===== src/rtl/sched_delay_queue.sv =====
// Delay-scheduling FIFO: each event waits in_delay extra cycles, then is released
// strictly in acceptance order through a registered valid/ready output stage.
module sched_delay_queue #(
    parameter int DW    = 32,
    parameter int TW    = 8,
    parameter int DEPTH = 8
) (
    input  logic                         clk,
    input  logic                         rst_n,
    input  logic                         in_valid,
    output logic                         in_ready,
    input  logic [DW-1:0]                in_data,
    input  logic [TW-1:0]                in_delay,
    output logic                         out_valid,
    input  logic                         out_ready,
    output logic [DW-1:0]                out_data,
    output logic [$clog2(DEPTH+1)-1:0]   pending
);
    localparam int AW = $clog2(DEPTH);
    localparam int CW = $clog2(DEPTH+1);

    logic [DW-1:0]    r_mem [DEPTH];
    logic [TW-1:0]    r_cnt [DEPTH];
    logic [DEPTH-1:0] r_ripe;
    logic [AW-1:0]    r_wr_ptr;
    logic [AW-1:0]    r_rd_ptr;
    logic [CW-1:0]    r_count;
    logic             r_in_ready;
    logic             r_out_valid;
    logic [DW-1:0]    r_out_data;

    logic             w_push;
    logic             w_pop;
    logic [AW-1:0]    w_rd_ptr_nxt;
    logic [CW-1:0]    w_count_nxt;
    logic             w_head_ripe_nxt;
    logic [DW-1:0]    w_head_data_nxt;

    function automatic logic [AW-1:0] ptr_inc(input logic [AW-1:0] p);
        return (p == AW'(DEPTH-1)) ? '0 : p + AW'(1);
    endfunction

    // Next-state view of the head so the output stage can be registered.
    always_comb begin
        w_push       = in_valid && r_in_ready;
        w_pop        = r_out_valid && out_ready;
        w_rd_ptr_nxt = w_pop ? ptr_inc(r_rd_ptr) : r_rd_ptr;
        w_count_nxt  = r_count + CW'(w_push) - CW'(w_pop);
        // A slot becomes ripe one edge after its count has reached zero.
        if (w_push && (r_wr_ptr == w_rd_ptr_nxt)) begin
            w_head_ripe_nxt = 1'b0;
            w_head_data_nxt = in_data;
        end else begin
            w_head_ripe_nxt = r_ripe[w_rd_ptr_nxt] | (r_cnt[w_rd_ptr_nxt] == '0);
            w_head_data_nxt = r_mem[w_rd_ptr_nxt];
        end
    end

    // Pointers, occupancy and the registered output stage.
    always_ff @(posedge clk or negedge rst_n) begin
        if (!rst_n) begin
            r_wr_ptr    <= '0;
            r_rd_ptr    <= '0;
            r_count     <= '0;
            r_in_ready  <= 1'b1;
            r_out_valid <= 1'b0;
            r_out_data  <= '0;
        end else begin
            r_wr_ptr    <= w_push ? ptr_inc(r_wr_ptr) : r_wr_ptr;
            r_rd_ptr    <= w_rd_ptr_nxt;
            r_count     <= w_count_nxt;
            r_in_ready  <= (w_count_nxt < CW'(DEPTH));
            r_out_valid <= (w_count_nxt != '0) && w_head_ripe_nxt;
            r_out_data  <= w_head_data_nxt;
        end
    end

    // Slot storage; every slot counts down every cycle, stalled or not.
    always_ff @(posedge clk or negedge rst_n) begin
        if (!rst_n) begin
            r_ripe <= '0;
            for (int i = 0; i < DEPTH; i++) begin
                r_mem[i] <= '0;
                r_cnt[i] <= '0;
            end
        end else begin
            for (int i = 0; i < DEPTH; i++) begin
                if (w_push && (r_wr_ptr == AW'(i))) begin
                    r_mem[i]  <= in_data;
                    r_cnt[i]  <= in_delay;
                    r_ripe[i] <= 1'b0;
                end else if (r_cnt[i] == '0) begin
                    r_ripe[i] <= 1'b1;
                end else begin
                    r_cnt[i]  <= r_cnt[i] - TW'(1);
                end
            end
        end
    end

    assign in_ready  = r_in_ready;
    assign out_valid = r_out_valid;
    assign out_data  = r_out_data;
    assign pending   = r_count;

endmodule

===== config.mk =====
export PLATFORM = sky130hd
export DESIGN_NAME = sched_delay_queue
export DESIGN_NICKNAME = d
export VERILOG_FILES = /design/src/rtl/sched_delay_queue.sv
export SDC_FILE = /design/constraint.sdc
export NUM_CORES = 1
export LEC_CHECK = 0
export CAP_MARGIN = 10
export CORE_MARGIN = 1.5
export CORE_UTILIZATION = 40
export CTS_BUF_LIST = sky130_fd_sc_hd__clkbuf_8
export DETAILED_ROUTE_END_ITERATION = 8
export PLACE_DENSITY_LB_ADDON = 0.25
export REMOVE_ABC_BUFFERS = 1
export SYNTH_ARGS = -nofsm -noshare
export SYNTH_HDL_FRONTEND = slang
export SYNTH_SLANG_ARGS = --single-unit
export TNS_END_PERCENT = 20

===== constraint.sdc =====
create_clock -name clk -period 4.4 [get_ports clk]
set_input_delay 0.88 -clock clk [delete_from_list [all_inputs] [get_ports clk]]
set_output_delay 0.88 -clock clk [all_outputs]
set_load 0.05 [all_outputs]

==> flow_summary.rst, run 1 <==
.. list-table::
   :header-rows: 1

   * - Metric
     - Value
   * - Pins over their slew limit
     - 0
   * - Register bit count reported by yosys
     - 372
   * - Largest fanout on the critical path
     - 10
   * - Most frequently used cell type in the post-synthesis netlist
     - sky130_fd_sc_hd__dfrtp_1
   * - Headroom to the max-slew limit
     - 0.264
   * - Clock root buffer master
     - sky130_fd_sc_hd__clkbuf_8
   * - Filler instances
     - 4020
   * - Number of sinks on the clock net
     - 372
   * - Buf+Inv Stages, Crit Path
     - 3
   * - Hold Violations, Final
     - 0
   * - Top delay family on crit path
     - adder cells
   * - Floorplan die area
     - ~46000 µm²
   * - Worst Clk Skew
     - 25.9 ps
   * - Proportion of synthesized flip-flops having asynchronous set or reset
     - 1.00
   * - Most area-consuming cells after synthesis
     - sky130_fd_sc_hd__dfrtp_1, sky130_fd_sc_hd__mux2_2, sky130_fd_sc_hd__nand2_1
   * - Required time at the endpoint of the critical path
     - 4870 ps
   * - Largest area contributor in the netlist
     - sky130_fd_sc_hd__dfrtp_1
   * - Clock-pin slew reported for the worst setup and hold paths after clock tree synthesis
     - 60 ps
   * - Gate count after technology mapping
     - 1565
   * - Worst ir drop on vdd
     - 0.545 mV
   * - Post-DP Area
     - 19000 µm²
   * - HPWL after detailed placement
     - ~25000 µm
   * - Aggregate global routing overflow
     - 0
   * - Starting Density
     - 0.408
   * - Commonest cells post-synth
     - sky130_fd_sc_hd__dfrtp_1, sky130_fd_sc_hd__nand2_1, sky130_fd_sc_hd__mux2_2, sky130_fd_sc_hd__nor2_1, sky130_fd_sc_hd__nand3_1
   * - Starting DRC count in detailed routing
     - roughly 790
   * - Standard-cell rows
     - 76
   * - Post-CTS Setup Repair Bufs
     - 0
   * - Maximum buffer depth of the clock tree
     - 3
   * - Most numerous cell on the critical path
     - sky130_fd_sc_hd__ha_1
   * - Wirelength, routed
     - about 44000 µm
   * - Total number of H-tree levels
     - 3
   * - Proportion of netlist area held by the largest area contributor
     - 0.523
   * - Via density
     - 5.38
   * - Pin count of the biggest net entering global routing
     - 112
   * - Leak Pwr
     - just over 0.009 µW
   * - Register area share after synthesis
     - 0.525
   * - Synthesis-to-layout area growth
     - 14.2%
   * - Width of the chip
     - 214 µm
   * - Mean routed wirelength per cell
     - 19.4 µm
   * - Highest achievable clock rate
     - 314 MHz
   * - PnR worst setup slack
     - 1210 ps
   * - Critical path's largest stage delay
     - 470 ps
   * - Share of layout cells above drive strength 1
     - 0.237
   * - Combined area of all synthesized cells
     - 17700 µm²
   * - Met1 GRT Util
     - 0.268
   * - Setup violators final
     - 0
   * - Routability cong.
     - roughly 0.83
   * - Count of TritonRoute iterations in the first routing pass
     - 5
   * - Number of global-route vias before repair
     - 12482
   * - Total number of vias
     - 12106
   * - Data arrival time of the worst path
     - 3660 ps
   * - Global-route wire length before repair
     - 70000 µm
   * - Number of cells upsized or downsized after cts
     - 0
   * - Total of hold buffers inserted after clock tree synthesis
     - 0
   * - Global-route usage over all layers
     - 0.199
   * - Post-detailed-route DRC marker count
     - 0
   * - Actual slew at the worst max-slew pin
     - approximately 1100 ps
   * - IO Port Bufs
     - 81
   * - Most utilized layer in the global route result
     - met2
   * - Aggregate negative setup slack
     - 0 ps
   * - Total power per unit cell area
     - 803 nW/µm²
   * - Number of nets in the finished design
     - 1692
   * - Met3 routing resource usage after global routing
     - 0.0387
   * - Final standard cell area without fillers
     - 20300 µm²
   * - Main flop type after synthesis
     - sky130_fd_sc_hd__dfrtp_1
   * - Classification of the worst setup path
     - in -> reg
   * - M2 GR Usage
     - 0.322
   * - Critical-path cell with the highest stage delay
     - sky130_fd_sc_hd__clkdlybuf4s50_1
   * - Worst slack after detailed placement
     - 614 ps
   * - Number of nets with antenna violations after routing
     - 0
   * - Average cell area after synthesis
     - 11.3 µm²
   * - Cell breakdown of the critical path
     - clkdlybuf4s50_1 -> and2_1 -> inv_2 -> ha_1 -> inv_1 -> ha_1 -> fa_1 -> xor2_1 -> or3_1 -> o2bb2ai_1 -> and4b_1
   * - Clock latency on the worst-skew pair
     - 600 ps
   * - Area of the core
     - 43500 µm²
   * - Type of origin of the critical path
     - input pin
   * - I/O pin count
     - approximately 80
   * - Die Height
     - 214 µm
   * - TritonCTS clock tree
     - done
   * - Number of different library cells in the post-synthesis netlist
     - 64
   * - Total clock buffers created by CTS
     - 66
   * - Worst min-delay path class
     - in -> async
   * - Minimum period implied by the final worst setup slack
     - 3190 ps
   * - Count of flip-flops with a built-in enable after synthesis
     - 0
   * - Maximum capacitance violations
     - 0
   * - Crit share post-route
     - 0.724
   * - Initial antenna violation count
     - 3
   * - CP endpoint kind
     - flip-flop
   * - Number of warnings issued by yosys
     - 0
   * - Unrepaired setup endpoints after global routing
     - false
   * - Status
     - finished, final reports clean
==> state kept, by name, indices dropped and copies added, names as in the netlist <==
register	count
out_valid	1
r_wr_ptr	3
r_mem	256
out_data	32
r_ripe	8
r_rd_ptr	3
pending	4
in_ready	1
r_cnt	64
==> cells in the final DEF, fill, tap and decap left out, types with 4 or more instances in the layout <==
master / netlist / layout
sky130_fd_sc_hd__mux2i_1: 35 / 35
sky130_fd_sc_hd__o31ai_1: 9 / 9
sky130_fd_sc_hd__nand2_2: 0 / 4
sky130_fd_sc_hd__nor2_1: 99 / 97
sky130_fd_sc_hd__buf_4: 2 / 23
sky130_fd_sc_hd__nand2b_1: 4 / 4
sky130_fd_sc_hd__nand4_1: 4 / 4
sky130_fd_sc_hd__ha_1: 28 / 28
sky130_fd_sc_hd__mux2_2: 191 / 191
sky130_fd_sc_hd__a32o_1: 31 / 31
sky130_fd_sc_hd__a21oi_1: 46 / 46
sky130_fd_sc_hd__nand2_1: 294 / 290
sky130_fd_sc_hd__o31ai_2: 31 / 31
sky130_fd_sc_hd__a311oi_1: 4 / 4
sky130_fd_sc_hd__clkdlybuf4s50_1: 0 / 80
sky130_fd_sc_hd__inv_1: 35 / 55
sky130_fd_sc_hd__o22ai_1: 7 / 7
sky130_fd_sc_hd__clkbuf_8: 0 / 83
sky130_fd_sc_hd__xor2_1: 25 / 25
sky130_fd_sc_hd__clkinv_2: 0 / 4
sky130_fd_sc_hd__o21ai_1: 4 / 4
sky130_fd_sc_hd__nor4_1: 11 / 11
sky130_fd_sc_hd__buf_12: 3 / 4
sky130_fd_sc_hd__a31oi_1: 5 / 5
sky130_fd_sc_hd__mux4_2: 31 / 31
sky130_fd_sc_hd__mux2_1: 4 / 4
sky130_fd_sc_hd__nor3_1: 14 / 14
sky130_fd_sc_hd__and3_1: 6 / 5
sky130_fd_sc_hd__or3_1: 5 / 5
sky130_fd_sc_hd__dfrtp_1: 371 / 371
sky130_fd_sc_hd__nand3_1: 59 / 56
sky130_fd_sc_hd__o21ai_0: 22 / 22
sky130_fd_sc_hd__xnor2_1: 25 / 25
==> logic make-up after synthesis <==
logic type / synth area share
AND/OR/NAND/NOR: 0.124
flip-flops: 0.525
multiplexers: 0.183
AO/OA/AOI/OAI: 0.0785
buffers and inverters: 0.0446
XOR/XNOR: 0.0247
adder cells (fa/ha/maj): 0.0209
==> metal layers <==
metal,wire length [µm],share of wire
met5,34,0.00078
met3,1960,0.045
met2,20400,0.47
met4,1180,0.027
met1,20000,0.46
==> worst register-to-register path, delay by kind of cell (launching register included) <==
family	cells	cell delay, ps
adders and majority gates	3	920
AOI/OAI and AO/OA	1	150
and+or+nand+nor	3	900
xor gates and xnor gates	1	160
DFF	1	540
buffers and inverters	2	180
==> layout make-up <==
type | count | area (µm²) | share of cell area
flip-flops and latches | 372 | 9310 | 0.459
multi-input cells | 1033 | 7680 | 0.379
clock buffers | 83 | 1140 | 0.0564
repair buffers | 108 | 1070 | 0.0527
well taps | 585 | 732 | 0.0361
clock inverters | 30 | 168 | 0.00827
inverters | 38 | 159 | 0.00784
diodes | 1 | 2.50 | 0.000123
==> worst paths after layout <==
path | cells after the start | startpoint | to | slack (ps)
worst min register to register | 2 | r_mem[141]$_DFFE_PN0P_ | r_mem[141]$_DFFE_PN0P_ | 480
worst max register to register | 10 | in_ready$_DFF_PN1_ | out_valid$_DFF_PN0_ | 1440
min in group clk | 2 | r_mem[141]$_DFFE_PN0P_ | r_mem[141]$_DFFE_PN0P_ | 480
max in group asynchronous | 2 | rst_n | r_mem[111]$_DFFE_PN0P_ | 3060
worst min-delay path | 1 | rst_n | r_cnt[61]$_DFFE_PN0P_ | 350
worst max-delay path | 11 | in_valid | out_valid$_DFF_PN0_ | 1210
==> power breakdown <==
part           total, µW  internal [µW]  switching (µW)
logic               6930           3170            3750
registers           6150           5150             999
clock network       3200           1750            1440
==> stage by stage <==
| stage | total power (µW) | utilization | hold slack [ps] | instances |
|---|---|---|---|---|
| finish | 16300 | 0.466 | 353 | 2250 |
| detailed placement | 13200 | 0.436 | 462 | 2136 |
| global route | 17400 | 0.466 | 410 | 2250 |
| global placement | 13000 | 0.436 | 458 | 2136 |
| CTS | 16400 | 0.466 | 377 | 2249 |
| floorplan | 11100 | - | 445 | 1443 |
No activity file was read; power rests on OpenSTA's default activity.
==> run 2, diff against run 1 <==
- clock period: 4.4 -> 3.1 ns (I/O delays scaled with it)
==> flow_summary.rst, run 2 (synthesis results as in run 1) <==
.. list-table::
   :header-rows: 1

   * - Metric
     - Value
   * - I/O pin count
     - 82 (unchanged)
   * - Worst Clk Skew
     - 32.1 ps (+6.14 ps)
   * - Classification of the worst setup path
     - reg -> reg
   * - Starting DRC count in detailed routing
     - 815 (+2.8%)
   * - Routability cong.
     - 0.814 (-1.8%)
   * - Power Internal
     - 14600 µW (+45%)
   * - Highest achievable clock rate
     - 378 MHz
   * - Data arrival time of the worst path
     - 3140 ps (-520 ps)
   * - Proportion of power drawn by flip-flops and latches
     - 0.372 (-0.006)
   * - Actual slew at the worst max-slew pin
     - 702 ps (-397 ps)
   * - Worst slack after detailed placement
     - -86.0 ps (-700 ps)
   * - Standard-cell rows
     - 76 (unchanged)
   * - Headroom to the max-slew limit
     - 0.528 (+0.263)
   * - Number of nets in the finished design
     - 1722 (+1.8%)
   * - Setup violators final
     - 0 (unchanged)
   * - Max reg flops
     - 256 (unchanged)
   * - Total power per unit cell area
     - 1140 nW/µm² (+41%)
   * - Worst ir drop on vdd
     - 0.560 mV (+2.8%)
   * - Non-filler cells, final
     - 2276 (+1.2%)
   * - FF-to-FF path depth
     - 10 (unchanged)
   * - Share of layout cells above drive strength 1
     - 0.249 (+0.0116)
   * - Unrepaired setup endpoints after global routing
     - false
   * - Area of the core
     - 43500 µm² (unchanged)
   * - Final Core Density
     - 0.476 (+0.00959)
   * - TritonCTS clock tree
     - done
   * - Filler instances
     - 3977 (-1.1%)
   * - Mean routed wirelength per cell
     - 19.5 µm (+0.69%)
   * - Clock root buffer master
     - sky130_fd_sc_hd__clkbuf_8
   * - Post-DP Area
     - 19400 µm² (+2.3%)
   * - Leading cell type in the layout, fill and taps excluded
     - sky130_fd_sc_hd__dfrtp_1
   * - Number of sinks on the clock net
     - 372 (unchanged)
   * - Status
     - finished, final reports clean
   * - Total number of vias
     - 12168 (+0.51%)
   * - Clock latency on the worst-skew pair
     - 630 ps (+30 ps)
   * - Global-route wire length before repair
     - 71100 µm (+1.5%)
   * - Pin count of the biggest net entering global routing
     - 78 (-30%)
   * - Clock-pin slew reported for the worst setup and hold paths after clock tree synthesis
     - 60 ps (about the same)
   * - Top reg by flops
     - r_mem
   * - Crit share post-route
     - 0.854
   * - Final standard cell area without fillers
     - 20700 µm² (+2.1%)
   * - Worst min-delay path class
     - reg -> reg
   * - IO Port Bufs
     - 81 (unchanged)
   * - Initial antenna violation count
     - 0 (-3)
   * - Largest fanout on the critical path
     - 3 (-7)
   * - Global-route usage over all layers
     - 0.203 (+0.00370)
   * - Aggregate global routing overflow
     - 0 (unchanged)
   * - Required time at the endpoint of the critical path
     - 3590 ps (-1280 ps)
   * - Maximum capacitance violations
     - 0 (unchanged)
   * - PnR worst setup slack
     - 452 ps (-763 ps)
   * - Starting Density
     - 0.408 (unchanged)
   * - Hold Violations, Final
     - 0 (unchanged)
   * - Minimum period implied by the final worst setup slack
     - about 2600 ps
   * - Top library cells by usage in the layout, fill and taps aside
     - sky130_fd_sc_hd__dfrtp_1, sky130_fd_sc_hd__nand2_1, sky130_fd_sc_hd__mux2_2
   * - Type of origin of the critical path
     - flip-flop
   * - Instance count along the most critical hold path
     - 2
   * - Wirelength, routed
     - 44400 µm (+1.9%)
   * - Post-detailed-route DRC marker count
     - 0 (unchanged)
   * - Number of global-route vias before repair
     - 12674 (+1.5%)
   * - Total clock buffers created by CTS
     - 67 (+1.5%)
   * - Width of the chip
     - 214 µm (unchanged)
   * - Reg2Reg Setup Slack
     - 450 ps (-990 ps)
   * - HPWL after detailed placement
     - 27200 µm (+8.2%)
   * - Placed cell count
     - 2164 (+1.3%)
   * - Clock power frac
     - 0.190 (-0.007)
   * - Via density
     - 5.35 (-0.64%)
   * - Combinational Power Share
     - 0.439 (+0.013)
   * - Floorplan die area
     - 45600 µm² (unchanged)
   * - Sw power
     - 8880 µW (+43%)
   * - CP endpoint kind
     - flip-flop
   * - Synthesis-to-layout area growth
     - 16.5%
   * - Maximum buffer depth of the clock tree
     - 3 (unchanged)
   * - Number of nets with antenna violations after routing
     - 0 (unchanged)
   * - Pins over their slew limit
     - 0 (unchanged)
   * - Die Height
     - 214 µm (unchanged)
   * - Total number of H-tree levels
     - 3 (unchanged)
   * - Leak Pwr
     - 0.00928 µW (+2.3%)
   * - Count of TritonRoute iterations in the first routing pass
     - 5 (unchanged)
   * - Sw Share
     - 0.378 (-0.00300)
   * - Number of cells upsized or downsized after cts
     - 0 (unchanged)
   * - ANT cells
     - 0 (-1)
-- run 2: changes by cell type in the layout (fill, tap and decap cells not counted) --
cell / previous run / this run
sky130_fd_sc_hd__bufinv_16: 1 / 0
sky130_fd_sc_hd__clkinv_2: 4 / 2
sky130_fd_sc_hd__diode_2: 1 / 0
sky130_fd_sc_hd__buf_4: 23 / 33
sky130_fd_sc_hd__buf_12: 4 / 22
sky130_fd_sc_hd__dlygate4sd3_1: 0 / 1
sky130_fd_sc_hd__clkbuf_8: 83 / 84
-- run 2: metrics by stage --
step	power, µW	hold slack (ps)	TNS, ps
3_3_place_gp	18800	458	-1.17
4_1_cts	23700	477	0
6_report	23500	473	0
2_1_floorplan	15700	324	-17330
3_5_place_dp	19200	462	-86.0
5_1_grt	25100	499	0
-- run 2: metal layers --
metal | share of wire | vias to the layer above | global-route usage | wire length (µm)
li1 | - | 5609 | - | -
met1 | 0.47 | 6231 | 0.274 | 20700
met2 | 0.47 | 260 | 0.328 | 21000
met3 | 0.040 | 68 | 0.0422 | 1800
met4 | 0.020 | 0 | 0.0636 | 878
met5 | 0 | - | 0 | 0
-- run 2: path summary, 6_finish.rpt --
check                                            start                 endpoint
worst max-delay path                in_ready$_DFF_PN1_      out_valid$_DFF_PN0_
worst min-delay path            r_mem[213]$_DFFE_PN0P_   r_mem[213]$_DFFE_PN0P_
worst max register to register      in_ready$_DFF_PN1_      out_valid$_DFF_PN0_
worst min register to register  r_mem[213]$_DFFE_PN0P_   r_mem[213]$_DFFE_PN0P_
max in group asynchronous                        rst_n    r_cnt[15]$_DFFE_PN0P_
min in group asynchronous                        rst_n  r_wr_ptr[2]$_DFFE_PN0P_
-- run 2: repair_timing --
item                                   in CTS  in global routing
buffers inserted                            0                  0
setup endpoints to repair                   0                  0
hold buffers                                1                  0
endpoints found under the hold margin       1                  0
-- run 2: worst max-delay path, stage by stage, from the launching register on --
cell and delay, ps:
sky130_fd_sc_hd__dfstp_2 560, sky130_fd_sc_hd__and2_1 160, sky130_fd_sc_hd__inv_2 50, sky130_fd_sc_hd__ha_1 260, sky130_fd_sc_hd__inv_1 40, sky130_fd_sc_hd__ha_1 200, sky130_fd_sc_hd__fa_1 410, sky130_fd_sc_hd__xor2_1 170
sky130_fd_sc_hd__or3_1 320, sky130_fd_sc_hd__o2bb2ai_1 150, sky130_fd_sc_hd__and4b_1 200
-- run 2: area by class of cell --
class                      count  area [µm²]  area share
clock inverter                27         128     0.00617
inverter                      38         159     0.00768
tap                          585         732      0.0354
sequential                   372        9310       0.450
multi-input combinational   1033        7680       0.372
timing repair buffer         137        1510      0.0732
clock buffer                  84        1160      0.0559
-- run 2: power groups by stage --
stage,Combinational (µW),Sequential (µW),Clock [µW]
after global routing,11300,9030,4810
after CTS,10400,8730,4600
after floorplan,6460,9240,0
after detailed placement,10400,8770,0
final,10300,8730,4460
after global placement,10100,8710,0
==> run 3, diff against run 2 <==
- CAP_MARGIN: 10 -> unset
- CTS_BUF_LIST: sky130_fd_sc_hd__clkbuf_8 -> sky130_fd_sc_hd__clkbuf_16
==> flow_summary.rst, run 3 (synthesis results as in run 1) <==
.. list-table::
   :header-rows: 1

   * - Metric
     - Value
   * - Status
     - finished, final reports clean
   * - Mean routed wirelength per cell
     - 19.9 µm (+1.9%)
   * - Critical-path cell with the highest stage delay
     - sky130_fd_sc_hd__dfstp_2
   * - Worst ir drop on vdd
     - 0.515 mV (-8.0%)
   * - Final Core Density
     - 0.473 (-0.00251)
   * - Critical path's largest stage delay
     - 570 ps (about the same)
   * - Number of sinks on the clock net
     - 372 (unchanged)
   * - Unrepaired setup endpoints after global routing
     - false
   * - Via density
     - 5.41 (+1.3%)
   * - Leading cell type in the layout, fill and taps excluded
     - sky130_fd_sc_hd__dfrtp_1
   * - Floorplan die area
     - 45600 µm² (unchanged)
   * - Hold Violations, Final
     - 0 (unchanged)
   * - Post-detailed-route DRC marker count
     - 0 (unchanged)
   * - Classification of the worst setup path
     - reg -> reg
   * - Worst Clk Skew
     - 15.1 ps (-17.0 ps)
   * - Filler instances
     - 3976 (-0.025%)
   * - Max reg flops
     - 256 (unchanged)
   * - Pin count of the biggest net entering global routing
     - 78 (unchanged)
   * - Share of layout cells above drive strength 1
     - 0.229 (-0.0201)
   * - IO Port Bufs
     - 81 (unchanged)
   * - Power Internal
     - 14600 µW (+0.12%)
   * - Maximum buffer depth of the clock tree
     - 3 (unchanged)
   * - Post-CTS Setup Repair Bufs
     - 0 (unchanged)
   * - Starting Density
     - 0.408 (unchanged)
   * - I/O pin count
     - 82 (unchanged)
   * - Top library cells by usage in the layout, fill and taps aside
     - sky130_fd_sc_hd__dfrtp_1, sky130_fd_sc_hd__nand2_1, sky130_fd_sc_hd__mux2_2
   * - Routability cong.
     - 0.814 (unchanged)
   * - Worst slack after detailed placement
     - -86.0 ps (unchanged)
   * - Pins over their slew limit
     - 0 (unchanged)
   * - Required time at the endpoint of the critical path
     - 3550 ps (-40 ps)
   * - Total clock buffers created by CTS
     - 41 (-39%)
   * - Standard-cell rows
     - 76 (unchanged)
   * - Actual slew at the worst max-slew pin
     - 694 ps (-8.07 ps)
   * - PnR worst setup slack
     - 457 ps (+4.72 ps)
   * - Headroom to the max-slew limit
     - 0.533 (+0.00543)
   * - Total number of vias
     - 12082 (-0.71%)
   * - Global-route wire length before repair
     - 70800 µm (-0.31%)
   * - Count of TritonRoute iterations in the first routing pass
     - 5 (unchanged)
   * - Data arrival time of the worst path
     - 3090 ps (-50 ps)
   * - Minimum period implied by the final worst setup slack
     - 2640 ps (-4.72 ps)
   * - Initial antenna violation count
     - 1 (+1)
   * - Non-filler cells, final
     - 2232 (-1.9%)
   * - Maximum capacitance violations
     - 0 (unchanged)
   * - Number of global-route vias before repair
     - 12528 (-1.2%)
   * - Cell breakdown of the critical path
     - and2_1 -> inv_2 -> ha_1 -> inv_1 -> ha_1 -> fa_1 -> xor2_1 -> or3_1 -> o2bb2ai_1 -> and4b_1
   * - Sw Share
     - 0.377 (-0.00130)
   * - Largest fanout on the critical path
     - 3 (unchanged)
   * - Worst min-delay path class
     - in -> async
   * - TritonCTS clock tree
     - done
   * - Aggregate negative setup slack
     - 0 ps (unchanged)
   * - Combinational Power Share
     - 0.440 (about the same)
   * - Buf+Inv Stages, Crit Path
     - 2 (unchanged)
   * - Highest achievable clock rate
     - 378 MHz (+0.18%)
   * - Number of cells upsized or downsized after cts
     - 0 (unchanged)
   * - CP endpoint kind
     - flip-flop
   * - Top reg by flops
     - r_mem
   * - Most numerous cell on the critical path
     - sky130_fd_sc_hd__ha_1
   * - Wirelength, routed
     - 44400 µm (about the same)
   * - Synthesis-to-layout area growth
     - 15.9%
   * - Setup violators final
     - 0 (unchanged)
   * - Starting DRC count in detailed routing
     - 758 (-7.0%)
   * - Top delay family on crit path
     - adder cells
   * - Aggregate global routing overflow
     - 0 (unchanged)
   * - Area of the core
     - 43500 µm² (unchanged)
   * - Global-route usage over all layers
     - 0.202 (-0.000782)
   * - Clock root buffer master
     - sky130_fd_sc_hd__clkbuf_16
   * - Leak Pwr
     - 0.00918 µW (-1.1%)
   * - Number of nets with antenna violations after routing
     - 0 (unchanged)
   * - Clock latency on the worst-skew pair
     - 570 ps (-60 ps)
   * - ANT cells
     - 0 (unchanged)
   * - Clock-pin slew reported for the worst setup and hold paths after clock tree synthesis
     - 60 ps (about the same)
   * - Total of hold buffers inserted after clock tree synthesis
     - 0 (-1)
   * - Sw power
     - 8840 µW (-0.43%)
   * - Type of origin of the critical path
     - flip-flop
   * - Width of the chip
     - 214 µm (unchanged)
   * - Number of nets in the finished design
     - 1695 (-1.6%)
   * - Crit share post-route
     - 0.853 (-0.00152)
   * - Total number of H-tree levels
     - 2 (-1)
   * - HPWL after detailed placement
     - 27200 µm (unchanged)
   * - Die Height
     - 214 µm (unchanged)
   * - Proportion of power drawn by flip-flops and latches
     - 0.372 (about the same)
   * - Total power per unit cell area
     - 1140 nW/µm² (+0.44%)
   * - Placed cell count
     - 2164 (unchanged)
   * - Clock power frac
     - 0.188 (-0.002)
[run 3: worst paths after layout]
kind | from | end | slack [ps] | cells past startpoint
min in group clk | r_mem[146]$_DFFE_PN0P_ | r_mem[146]$_DFFE_PN0P_ | 470 | 2
max reg2reg | in_ready$_DFF_PN1_ | out_valid$_DFF_PN0_ | 460 | 10
min reg2reg | r_mem[146]$_DFFE_PN0P_ | r_mem[146]$_DFFE_PN0P_ | 470 | 2
max | in_ready$_DFF_PN1_ | out_valid$_DFF_PN0_ | 460 | 10
max in group asynchronous | rst_n | r_mem[143]$_DFFE_PN0P_ | 2180 | 2
min | rst_n | r_cnt[29]$_DFFE_PN0P_ | 70 | 1
[run 3: layer usage]
layer	GRT usage	wire length, µm	up-vias
li1	-	-	5563
met1	0.274	20100	6184
met2	0.330	21100	261
met3	0.0373	2080	72
met4	0.0607	1060	2
met5	0	13	-
[run 3: final cells by class]
cell class / instances / area, µm² / area share
Clock buffer: 42 / 1050 / 0.0511
Inverter: 38 / 159 / 0.00772
Multi-Input combinational cell: 1033 / 7680 / 0.374
Tap cell: 585 / 732 / 0.0356
Timing Repair Buffer: 136 / 1500 / 0.0731
Sequential cell: 372 / 9310 / 0.453
Clock inverter: 26 / 134 / 0.00651
[run 3: power groups by stage]
stage          Clock [µW]  Combinational [µW]  Sequential [µW]
3_5_place_dp            0               10400             8770
6_report             4410               10300             8740
2_1_floorplan           0                6460             9240
3_3_place_gp            0               10100             8710
5_1_grt              4730               11300             9030
4_1_cts              4550               10400             8730
[run 3: per-stage QoR]
| step | hold slack [ps] | power (µW) | instance area (µm²) |
|---|---|---|---|
| after floorplan | 324 | 15700 | 17100 |
| after global placement | 458 | 18800 | 19400 |
| after detailed placement | 462 | 19200 | 19400 |
| after CTS | 75.2 | 23700 | 20600 |
| after global routing | 104 | 25100 | 20600 |
| final | 67.8 | 23500 | 20600 |
